### config.mk
export PLATFORM = sky130hd
export DESIGN_NAME = sr_chain_loader_flat
export DESIGN_NICKNAME = d
export VERILOG_FILES = /design/src/rtl/sr_chain_loader_if.sv /design/src/rtl/sr_chain_loader.sv /design/src/flat_wrapper.sv
export SDC_FILE = /design/constraint.sdc
export NUM_CORES = 1
export LEC_CHECK = 0
export BUFFER_PORTS_ARGS = -buffer_cell sky130_fd_sc_hd__buf_2
export CORE_MARGIN = 4
export CORE_UTILIZATION = 33
export CTS_CLUSTER_SIZE = 28
export DETAILED_ROUTE_END_ITERATION = 6
export PLACE_DENSITY = 0.62
export RECOVER_POWER = 100
export SLEW_MARGIN = 20
export SYNTH_ARGS = -nofsm -noshare
export SYNTH_HDL_FRONTEND = slang
export SYNTH_SLANG_ARGS = --single-unit
### constraint.sdc
create_clock -name CLK -period 6 [get_ports CLK]
set_input_delay 0.9 -clock CLK [delete_from_list [all_inputs] [get_ports CLK]]
set_output_delay 0.9 -clock CLK [all_outputs]
set_load 0.005 [all_outputs]
### src/rtl/sr_chain_loader_if.sv
// ----------------------------------------------------------------------------
// sr_chain_loader_if
// Command handshake between the control FSM (master) and sr_chain_loader
// (slave).
//   cmd_valid  master -> slave  load request
//   cmd_mode   master -> slave  1: static then dynamic, 0: dynamic only
//   STATREG    master -> slave  static word, sampled when the command is accepted
//   DYNREG     master -> slave  dynamic word, sampled when the command is accepted
//   cmd_ready  slave -> master  high only while the loader is idle
//   done       slave -> master  one-cycle pulse at the end of a command
// ----------------------------------------------------------------------------
interface sr_chain_loader_if #(
    parameter int SIZESRSTAT = 88,
    parameter int SIZESRDYN  = 16
) ();
    logic                  cmd_valid;
    logic                  cmd_mode;
    logic                  cmd_ready;
    logic                  done;
    logic [SIZESRSTAT-1:0] STATREG;
    logic [SIZESRDYN-1:0]  DYNREG;

    modport master (
        output cmd_valid, cmd_mode, STATREG, DYNREG,
        input  cmd_ready, done
    );

    modport slave (
        input  cmd_valid, cmd_mode, STATREG, DYNREG,
        output cmd_ready, done
    );
endinterface

### src/rtl/sr_chain_loader.sv
// ----------------------------------------------------------------------------
// sr_chain_loader
// Captures a static and a dynamic word on a command handshake, shifts them out
// on a single data line with a divided shift strobe, pulses a latch for each
// register, and keeps shadow copies of the last latched words.
//
// Ports
//   CLK, RST_N    clock, asynchronous active-low reset
//   cmd           command handshake (slave side of sr_chain_loader_if)
//   sdo           serial data, changes only at bit boundaries
//   sclk          shift strobe, external register samples sdo on its rise
//   sel_stat      high while shifting or latching the static word
//   sel_dyn       high while shifting or latching the dynamic word
//   stat_latch    static latch pulse (LATCH_W cycles)
//   dyn_latch     dynamic latch pulse (LATCH_W cycles)
//   STATLATCH     shadow of the last latched static word
//   DYNLATCH      shadow of the last latched dynamic word
//
// Every output is a flop. They are loaded from the next-state values, so the
// outputs belonging to a state are visible in the same cycle the state is.
// ----------------------------------------------------------------------------
module sr_chain_loader #(
    parameter int SIZESRSTAT = 88,
    parameter int SIZESRDYN  = 16,
    parameter int CLKDIV     = 4,
    parameter int LATCH_W    = 2,
    parameter int MSB_FIRST  = 1
) (
    input  logic                  CLK,
    input  logic                  RST_N,
    sr_chain_loader_if.slave      cmd,
    output logic                  sdo,
    output logic                  sclk,
    output logic                  sel_stat,
    output logic                  sel_dyn,
    output logic                  stat_latch,
    output logic                  dyn_latch,
    output logic [SIZESRSTAT-1:0] STATLATCH,
    output logic [SIZESRDYN-1:0]  DYNLATCH
);

    localparam int MAXSIZE = (SIZESRSTAT > SIZESRDYN) ? SIZESRSTAT : SIZESRDYN;
    localparam int BW = (MAXSIZE > 1) ? $clog2(MAXSIZE) : 1;
    localparam int DW = $clog2(CLKDIV);
    localparam int LW = (LATCH_W > 1) ? $clog2(LATCH_W) : 1;

    localparam logic [BW-1:0] STAT_LAST = BW'(SIZESRSTAT - 1);
    localparam logic [BW-1:0] DYN_LAST  = BW'(SIZESRDYN - 1);
    localparam logic [DW-1:0] DIV_LAST  = DW'(CLKDIV - 1);
    localparam logic [DW-1:0] DIV_HALF  = DW'(CLKDIV / 2);
    localparam logic [LW-1:0] LAT_LAST  = LW'(LATCH_W - 1);

    localparam logic [2:0] S_IDLE     = 3'd0;
    localparam logic [2:0] S_SH_STAT  = 3'd1;
    localparam logic [2:0] S_LAT_STAT = 3'd2;
    localparam logic [2:0] S_SH_DYN   = 3'd3;
    localparam logic [2:0] S_LAT_DYN  = 3'd4;
    localparam logic [2:0] S_DONE     = 3'd5;

    logic [2:0]            r_state;
    logic [DW-1:0]         r_div;
    logic [BW-1:0]         r_bit;
    logic [LW-1:0]         r_lat;
    logic [SIZESRSTAT-1:0] r_statSh;
    logic [SIZESRDYN-1:0]  r_dynSh;
    logic [SIZESRSTAT-1:0] r_statCap;
    logic [SIZESRDYN-1:0]  r_dynCap;
    logic [SIZESRSTAT-1:0] r_statShadow;
    logic [SIZESRDYN-1:0]  r_dynShadow;
    logic                  r_sdo;
    logic                  r_sclk;
    logic                  r_selStat;
    logic                  r_selDyn;
    logic                  r_statLatch;
    logic                  r_dynLatch;
    logic                  r_done;
    logic                  r_ready;

    logic [2:0]            w_nextState;
    logic [DW-1:0]         w_nextDiv;
    logic [BW-1:0]         w_nextBit;
    logic [LW-1:0]         w_nextLat;
    logic [SIZESRSTAT-1:0] w_nextStatSh;
    logic [SIZESRDYN-1:0]  w_nextDynSh;
    logic                  w_accept;
    logic                  w_statOut;
    logic                  w_dynOut;
    logic                  w_nextShifting;

    // Next-state logic. The shift registers always present the bit currently
    // on the line at their output end, and advance only when the divider wraps
    // and another bit of the same word remains.
    always_comb begin
        w_nextState  = r_state;
        w_nextDiv    = r_div;
        w_nextBit    = r_bit;
        w_nextLat    = r_lat;
        w_nextStatSh = r_statSh;
        w_nextDynSh  = r_dynSh;
        w_accept     = 1'b0;
        case (r_state)
            S_IDLE: begin
                if (cmd.cmd_valid) begin
                    w_accept     = 1'b1;
                    w_nextState  = cmd.cmd_mode ? S_SH_STAT : S_SH_DYN;
                    w_nextDiv    = '0;
                    w_nextBit    = '0;
                    w_nextStatSh = cmd.STATREG;
                    w_nextDynSh  = cmd.DYNREG;
                end
            end
            S_SH_STAT: begin
                if (r_div == DIV_LAST) begin
                    w_nextDiv = '0;
                    if (r_bit == STAT_LAST) begin
                        w_nextState = S_LAT_STAT;
                        w_nextLat   = '0;
                    end else begin
                        w_nextBit    = r_bit + 1'b1;
                        w_nextStatSh = (MSB_FIRST != 0) ? (r_statSh << 1) : (r_statSh >> 1);
                    end
                end else begin
                    w_nextDiv = r_div + 1'b1;
                end
            end
            S_LAT_STAT: begin
                if (r_lat == LAT_LAST) begin
                    w_nextState = S_SH_DYN;
                    w_nextDiv   = '0;
                    w_nextBit   = '0;
                end else begin
                    w_nextLat = r_lat + 1'b1;
                end
            end
            S_SH_DYN: begin
                if (r_div == DIV_LAST) begin
                    w_nextDiv = '0;
                    if (r_bit == DYN_LAST) begin
                        w_nextState = S_LAT_DYN;
                        w_nextLat   = '0;
                    end else begin
                        w_nextBit   = r_bit + 1'b1;
                        w_nextDynSh = (MSB_FIRST != 0) ? (r_dynSh << 1) : (r_dynSh >> 1);
                    end
                end else begin
                    w_nextDiv = r_div + 1'b1;
                end
            end
            S_LAT_DYN: begin
                if (r_lat == LAT_LAST) begin
                    w_nextState = S_DONE;
                end else begin
                    w_nextLat = r_lat + 1'b1;
                end
            end
            S_DONE: begin
                w_nextState = S_IDLE;
            end
            default: begin
                w_nextState = S_IDLE;
            end
        endcase
    end

    assign w_statOut      = (MSB_FIRST != 0) ? w_nextStatSh[SIZESRSTAT-1] : w_nextStatSh[0];
    assign w_dynOut       = (MSB_FIRST != 0) ? w_nextDynSh[SIZESRDYN-1]   : w_nextDynSh[0];
    assign w_nextShifting = (w_nextState == S_SH_STAT) || (w_nextState == S_SH_DYN);

    // State, counters and registered outputs. A reset at any point clears the
    // shadows too, so a partially shifted word can never reach them.
    always_ff @(posedge CLK or negedge RST_N) begin
        if (!RST_N) begin
            r_state      <= S_IDLE;
            r_div        <= '0;
            r_bit        <= '0;
            r_lat        <= '0;
            r_statSh     <= '0;
            r_dynSh      <= '0;
            r_statCap    <= '0;
            r_dynCap     <= '0;
            r_statShadow <= '0;
            r_dynShadow  <= '0;
            r_sdo        <= 1'b0;
            r_sclk       <= 1'b0;
            r_selStat    <= 1'b0;
            r_selDyn     <= 1'b0;
            r_statLatch  <= 1'b0;
            r_dynLatch   <= 1'b0;
            r_done       <= 1'b0;
            r_ready      <= 1'b1;
        end else begin
            r_state  <= w_nextState;
            r_div    <= w_nextDiv;
            r_bit    <= w_nextBit;
            r_lat    <= w_nextLat;
            r_statSh <= w_nextStatSh;
            r_dynSh  <= w_nextDynSh;
            if (w_accept) begin
                r_statCap <= cmd.STATREG;
                r_dynCap  <= cmd.DYNREG;
            end
            if ((r_state == S_SH_STAT) && (w_nextState == S_LAT_STAT)) begin
                r_statShadow <= r_statCap;
            end
            if ((r_state == S_SH_DYN) && (w_nextState == S_LAT_DYN)) begin
                r_dynShadow <= r_dynCap;
            end
            r_sdo       <= (w_nextState == S_SH_STAT) ? w_statOut :
                           (w_nextState == S_SH_DYN)  ? w_dynOut  : 1'b0;
            r_sclk      <= w_nextShifting && (w_nextDiv >= DIV_HALF);
            r_selStat   <= (w_nextState == S_SH_STAT) || (w_nextState == S_LAT_STAT);
            r_selDyn    <= (w_nextState == S_SH_DYN)  || (w_nextState == S_LAT_DYN);
            r_statLatch <= (w_nextState == S_LAT_STAT);
            r_dynLatch  <= (w_nextState == S_LAT_DYN);
            r_done      <= (w_nextState == S_DONE);
            r_ready     <= (w_nextState == S_IDLE);
        end
    end

    assign sdo           = r_sdo;
    assign sclk          = r_sclk;
    assign sel_stat      = r_selStat;
    assign sel_dyn       = r_selDyn;
    assign stat_latch    = r_statLatch;
    assign dyn_latch     = r_dynLatch;
    assign STATLATCH     = r_statShadow;
    assign DYNLATCH      = r_dynShadow;
    assign cmd.cmd_ready = r_ready;
    assign cmd.done      = r_done;

endmodule
### src/flat_wrapper.sv
// flat-port wrapper written by rule: the top's interface ports become plain ports
module sr_chain_loader_flat 
#(
    parameter int SIZESRSTAT = 88,
    parameter int SIZESRDYN  = 16,
    parameter int CLKDIV     = 4,
    parameter int LATCH_W    = 2,
    parameter int MSB_FIRST  = 1
)
  (CLK, RST_N, sdo, sclk, sel_stat, sel_dyn, stat_latch, dyn_latch, STATLATCH, DYNLATCH, cmd_cmd_valid, cmd_cmd_mode, cmd_STATREG, cmd_DYNREG, cmd_cmd_ready, cmd_done);
  sr_chain_loader_if #(.SIZESRSTAT(SIZESRSTAT), .SIZESRDYN(SIZESRDYN)) cmd_i ();
  input  logic CLK;
  input  logic RST_N;
  output logic sdo;
  output logic sclk;
  output logic sel_stat;
  output logic sel_dyn;
  output logic stat_latch;
  output logic dyn_latch;
  output logic [SIZESRSTAT-1:0] STATLATCH;
  output logic [SIZESRDYN-1:0] DYNLATCH;
  input wire logic [$bits(cmd_i.cmd_valid)-1:0] cmd_cmd_valid;
  input wire logic [$bits(cmd_i.cmd_mode)-1:0] cmd_cmd_mode;
  input wire logic [$bits(cmd_i.STATREG)-1:0] cmd_STATREG;
  input wire logic [$bits(cmd_i.DYNREG)-1:0] cmd_DYNREG;
  output wire logic [$bits(cmd_i.cmd_ready)-1:0] cmd_cmd_ready;
  output wire logic [$bits(cmd_i.done)-1:0] cmd_done;
  assign cmd_i.cmd_valid = cmd_cmd_valid;
  assign cmd_i.cmd_mode = cmd_cmd_mode;
  assign cmd_i.STATREG = cmd_STATREG;
  assign cmd_i.DYNREG = cmd_DYNREG;
  assign cmd_cmd_ready = cmd_i.cmd_ready;
  assign cmd_done = cmd_i.done;
  sr_chain_loader #(.SIZESRSTAT(SIZESRSTAT), .SIZESRDYN(SIZESRDYN), .CLKDIV(CLKDIV), .LATCH_W(LATCH_W), .MSB_FIRST(MSB_FIRST)) u_core (.CLK(CLK), .RST_N(RST_N), .cmd(cmd_i), .sdo(sdo), .sclk(sclk), .sel_stat(sel_stat), .sel_dyn(sel_dyn), .stat_latch(stat_latch), .dyn_latch(dyn_latch), .STATLATCH(STATLATCH), .DYNLATCH(DYNLATCH));
endmodule
# ---- Word-level counts from Yosys, hierarchy flattened
# Cells that the tools add are included.
dict set report word_totals {
  ff_bits 333
  in_bits 108
  output_inout_bits 112
  wordCells 100
}
dict set report op_classes {
  n_addsub 3
  order_cmp 1
  n_eq_ne 20
  n_mux 38
  n_reduce_logical 18
}
# operator n
set op_table {}
lappend op_table {{88-bit 2-to-1 mux} 3}
lappend op_table {{88-bit case mux with 2 select lines} 1}
lappend op_table {{16-bit 2-to-1 mux} 3}
lappend op_table {{7-bit 2-to-1 mux} 6}
lappend op_table {{16-bit case mux with 2 select lines} 1}
lappend op_table {{7-bit case mux with 4 select lines} 1}
lappend op_table {{3-bit 2-to-1 mux} 7}
lappend op_table {{3-bit case mux with 5 select lines} 1}
lappend op_table {{3-bit by 2-bit equality test with 1-bit output, second input constant} 4}
lappend op_table {{2-bit by 1-bit != test with 1-bit output, second input constant} 5}
lappend op_table {{3-bit equality test, second input constant} 3}
lappend op_table {{1-bit 2-to-1 mux} 9}
lappend op_table {{2-bit 2-to-1 mux} 4}
lappend op_table {{4-bit AND reduction} 2}
lappend op_table {{7-bit by 1-bit adder with 7-bit output, second input constant} 1}
lappend op_table {{7-bit by 4-bit equality test with 1-bit output, second input constant} 1}
lappend op_table {{7-bit equality test, second input constant} 1}
lappend op_table {{7-bit AND reduction} 1}
lappend op_table {{3-bit by 1-bit equality test with 1-bit output, second input constant} 2}
lappend op_table {{3-bit logical NOT} 2}
lappend op_table {{2-bit != test, second input constant} 3}
lappend op_table {{2-bit case mux with 3 select lines} 1}
lappend op_table {{5-bit AND reduction} 1}
lappend op_table {{2-bit nonzero test} 2}
lappend op_table {{other kinds (10)} 15}

# ---- Logic depth before layout (Yosys ltp)
dict set report logic_depth {
  ltp_word 7
  depth_mapped 9
  ltp_nobuf 7
}

# ---- Worst setup path after synthesis
# No wires, ideal clock.
dict set report synth_path {
  path_type {in2reg}
  startpoint {input cmd_cmd_valid}
  endpoint {register u_core.r_statSh[48]}
  setup_ps 126
  arrival_ps 1920
  t_required_ps 5874
  setup_slack_ps 3954
  cell_stages 5
  n_path_buf 2
  path_cell_list {nor2b_1 -> o311ai_4 -> buf_2 -> buf_4 -> a221o_1}
}
dict set report synth_between {
  elab_chain_cells 2
}
# element line_no
set synth_rtl {}
lappend synth_rtl {{start, declared} flat_wrapper.sv:22} ;# input wire logic [$bits(cmd_i.cmd_valid)-1:0] cmd_cmd_valid;
lappend synth_rtl {{2-bit != test (no line)} -}
lappend synth_rtl {{4-bit AND reduction (no line)} -}
lappend synth_rtl {{end signal, assigned} sr_chain_loader.sv:196} ;# r_statSh <= w_nextStatSh;
lappend synth_rtl {{end, declared} sr_chain_loader.sv:64} ;# logic [SIZESRSTAT-1:0] r_statSh;
# Every way passes these cells.
# A chain may end at the register's enable or synchronous reset.

# ---- Worst setup path after layout
dict set report layout_path {
  startpoint {register u_core.r_state[1]}
  endpoint {register u_core.r_statShadow[35] (netlist: u_core.STATLATCH[35])}
}
dict set report layout_between {
  elab_chain_cells 5
  elab_cells_between_ends 15
  classes_between {5 x eq/ne; 8 x mux; 2 x reduce/logical}
}
# element line_no
set layout_rtl {}
lappend layout_rtl {{start, declared} sr_chain_loader.sv:60} ;# logic [2:0] r_state;
lappend layout_rtl {{start signal, assigned} sr_chain_loader.sv:192} ;# r_state <= w_nextState;
lappend layout_rtl {{3-bit 2-to-1 mux (on tied branches)} {sr_chain_loader.sv:138, sr_chain_loader.sv:115}}
lappend layout_rtl {{3-bit 2-to-1 mux (on tied branches)} {sr_chain_loader.sv:136, sr_chain_loader.sv:113}}
lappend layout_rtl {{3-bit case mux with 5 select lines} sr_chain_loader.sv:101} ;# case (r_state)
lappend layout_rtl {{3-bit by 2-bit equality test with 1-bit output} sr_chain_loader.sv:202} ;# if ((r_state == S_SH_STAT) && (w_nextState == S_LAT_STAT)) begin
lappend layout_rtl {{1-bit logical AND *} sr_chain_loader.sv:202}
lappend layout_rtl {{end signal, assigned} sr_chain_loader.sv:203} ;# r_statShadow <= r_statCap;
lappend layout_rtl {{end, declared} sr_chain_loader.sv:68} ;# logic [SIZESRSTAT-1:0] r_statShadow;
# Every way passes the cells marked *; elsewhere a longest branch is shown, timed or not.

==> results.toml <==
[sta]
setup_violations = 0
fin_skew_ns = 0.00946
period_needed_ns = 4.09
maxSlewHeadroom_pct = -90.1
setup_tns_ns = 0
rsz0062_at_grt = "no"
hold_slack_ns = 0.471
hold_viol = 0
tightest_slew_ns = 2.85
clock.fmax_ghz = 0.244
drv_slew = 156
finalCritPeriodShare_pct = 68.2

[critical_path]
cp.depth = 4
rr_startpoint = "u_core.r_state[1]"
reg2reg_depth = 4
reg2reg_slack_ns = 1.91
slowest_delay_ns = 1.93
crit_chain = "and4bb_1, nand4_4, clkbuf_1, mux2_2"
cp-end-kind = "flop"
path_buf_inv = 1
crit_family = "buffers and inverters"
crit_slowest_cell = "clkbuf_1"
critPathKind = "flop to flop"
worst-path-max-fanout = 48
reg2reg_to = "u_core.STATLATCH[35]"
required_ns = 6.41
arrival_ns = 4.50
startpoint = "u_core.r_state[1]"
worst_setup_path_start_kind = "flop"

[clocking]
clock-root-buffer = "clkbuf_16"
clkSinkCount = 333
clkSlewWorstSetupHoldPaths_ns = 0.06
cts-hold-fix-buffers = 0
clock_latency_ns = 0.53
post_cts_buffers = 0
cts-buffers-inserted = 38
cts_resized = 0
htreeDepth = 2
cts_max_path_buffers = 3
cts_tree = "yes"

[grt]
grt_max_degree = 137
grt.met1_usage_pct = 19.2
grtUsageMet3_pct = 4.24
grt_pass1_wl_um = 48800
top_usage_layer = "met2"
grt_pass1_vias = 8842
met2_usage_pct = 22.8
grt_use_total_pct = 14.3
antenna_found_initial = 2
overflow = 0

[synthesis]
synth_edf_count = 0
syn-instance-count = 958
ys_types = 54
synth_area_per_cell_um2 = 13.6
yosysSeqAreaShare_pct = 64.1
synth_ff_type = "dfrtp_1"
syn_nets = 1068
yosysWarningCount = 0
async_flop_share_pct = 100
synth_top_cells_by_area = "dfrtp_1, mux2_2, a221o_1"
synth_largest_area_cell = "dfrtp_1"
synth.top_cell.area_share_pct = 63.9
synth_area_um2 = 13000
synth_seq_cells = 333

[power]
switching_power_mw = 1.02
ir_drop_mv = 0.213
seqPwrFrac_pct = 47.4
power_density_nw_per_um2 = 315
p_int_mw = 3.94
clkPwrFrac_pct = 49.5
leakagePower_nw = 8.30
switching_share_pct = 20.5
p_comb_share_pct = 3.0

[hold_path]
hold_class = "flop to flop"
worstHoldStart = "u_core.r_statCap[70]"
hold_end = "u_core.r_statCap[70]"
hold_depth = 1

[layout]
area_growth_pct = 21.1
final_nets = 1273
nFillCells = 3734
final_core_util_pct = 40.5
layout_commonest_cell = "dfrtp_1"
mostFrequentLayoutCells = "dfrtp_1, buf_2, mux2_2, clkbuf_1"
drive_above_1_share_pct = 25.1
final_area_um2 = 15700

[drt]
vias = 8467
routed_wl_um = 30400
first_pass_iters = 7
drc_errors = 0
via_per_inst = 4.96
ant_nets = 0
drtIter0Drc = 483
routedWlPerCell_um = 17.8

[die]
die_height_um = 206
initial_core_util_pct = 33.5
ios = 220
coreArea_um2 = 38800
die_area_um2 = 42600
fp-row-count = 72
die-width_um = 206

[placed_design]
place.gp.congestion = 0.758
placed_area_um2 = 14500
numPortBuffers = 219
dp_hpwl_um = 19400

[status]
violations = "capacitance limit, slew limit"
status = "finished with violations"

[job]
max_cap_violations = 2
how the worst max path moves through the flow:
stage / endpoint / slack, ns
after global placement: u_core.STATLATCH[85] / 3.02
final: u_core.STATLATCH[35] / 1.91
after global routing: u_core.STATLATCH[28] / 1.47
after floorplan: u_core.r_statSh[48] / 3.95
after CTS: u_core.STATLATCH[85] / 2.91
after detailed placement: u_core.STATLATCH[85] / 2.94
layer usage:
layer	routed length, um	part of all wire [%]	vias to the layer above
met2	14300	47	219
met4	491	1.6	4
li1	-	-	3874
met3	2040	6.7	40
met1	13600	45	4330
met5	22	0.072	-
worst register-to-register path, cell delays in order, from the launching register on:
cell      delay [ns]
dfrtp_1         0.70
and4bb_1        0.30
nand4_4         0.56
clkbuf_1        1.93
mux2_2          0.48
through the flow:
| stage | setup WS (ns) | total power, mW | std cells |
|---|---|---|---|
| detailed placement | 2.94 | 2.55 | 1641 |
| global placement | 3.02 | 2.54 | 1641 |
| global route | 1.47 | 5.17 | 1707 |
| finish | 1.91 | 4.96 | 1708 |
| floorplan | 3.95 | 2.44 | 958 |
| CTS | 2.91 | 5.05 | 1707 |
flip-flops by register name (all words and copies together) (netlist names), 2 cells and up:
| signal | flops |
|---|---|
| u_core.STATLATCH | 88 |
| u_core.DYNLATCH | 16 |
| u_core.r_statCap | 88 |
| u_core.r_state | 3 |
| u_core.r_bit | 7 |
| u_core.r_dynCap | 16 |
| u_core.r_dynSh | 16 |
| u_core.r_statSh | 88 |
| u_core.r_div | 2 |
cells in the mapped netlist (3+ instances only):
| cell | n |
|---|---|
| mux2_1 | 21 |
| and2_1 | 83 |
| a21oi_1 | 5 |
| a22oi_1 | 3 |
| buf_2 | 29 |
| o21ai_0 | 12 |
| a21o_1 | 83 |
| inv_1 | 18 |
| nand3_1 | 5 |
| mux2_2 | 85 |
| a221o_1 | 83 |
| a31oi_1 | 5 |
| clkbuf_1 | 27 |
| nand2b_1 | 5 |
| dfrtp_1 | 332 |
| o31ai_1 | 3 |
| buf_4 | 5 |
| nand3b_1 | 4 |
| a222oi_1 | 15 |
| nor2b_1 | 3 |
| nand2_1 | 81 |
| and3_1 | 3 |
| nor2_1 | 12 |
final cells by class:
type,count,area (um^2),share of cell area (%)
Clock buffer,54,1120,7.13
Multi-Input combinational cell,543,4270,27.1
Timing Repair Buffer,228,1080,6.84
Clock inverter,12,214,1.36
Tap cell,518,648,4.12
Sequential cell,333,8330,53.0
Inverter,19,71.3,0.453
Antenna cell,1,2.50,0.0159
power groups by stage:
stage	combinational [mW]	clock [mW]	sequential, mW
2_1_floorplan	0.0594	0	2.38
3_3_place_gp	0.154	0	2.39
3_5_place_dp	0.157	0	2.39
4_1_cts	0.158	2.54	2.35
5_1_grt	0.174	2.64	2.36
6_report	0.151	2.46	2.35
kinds of logic after synthesis:
logic type | count (synthesis) | synth area share [%]
simple gates | 209 | 8.67
buf+inv | 82 | 2.91
compound gates | 225 | 14.9
flops | 333 | 64.1
mux | 106 | 9.18
xor+xnor | 1 | 0.0674
fa+ha+maj | 2 | 0.192
No activity file was read; power rests on OpenSTA's default activity.
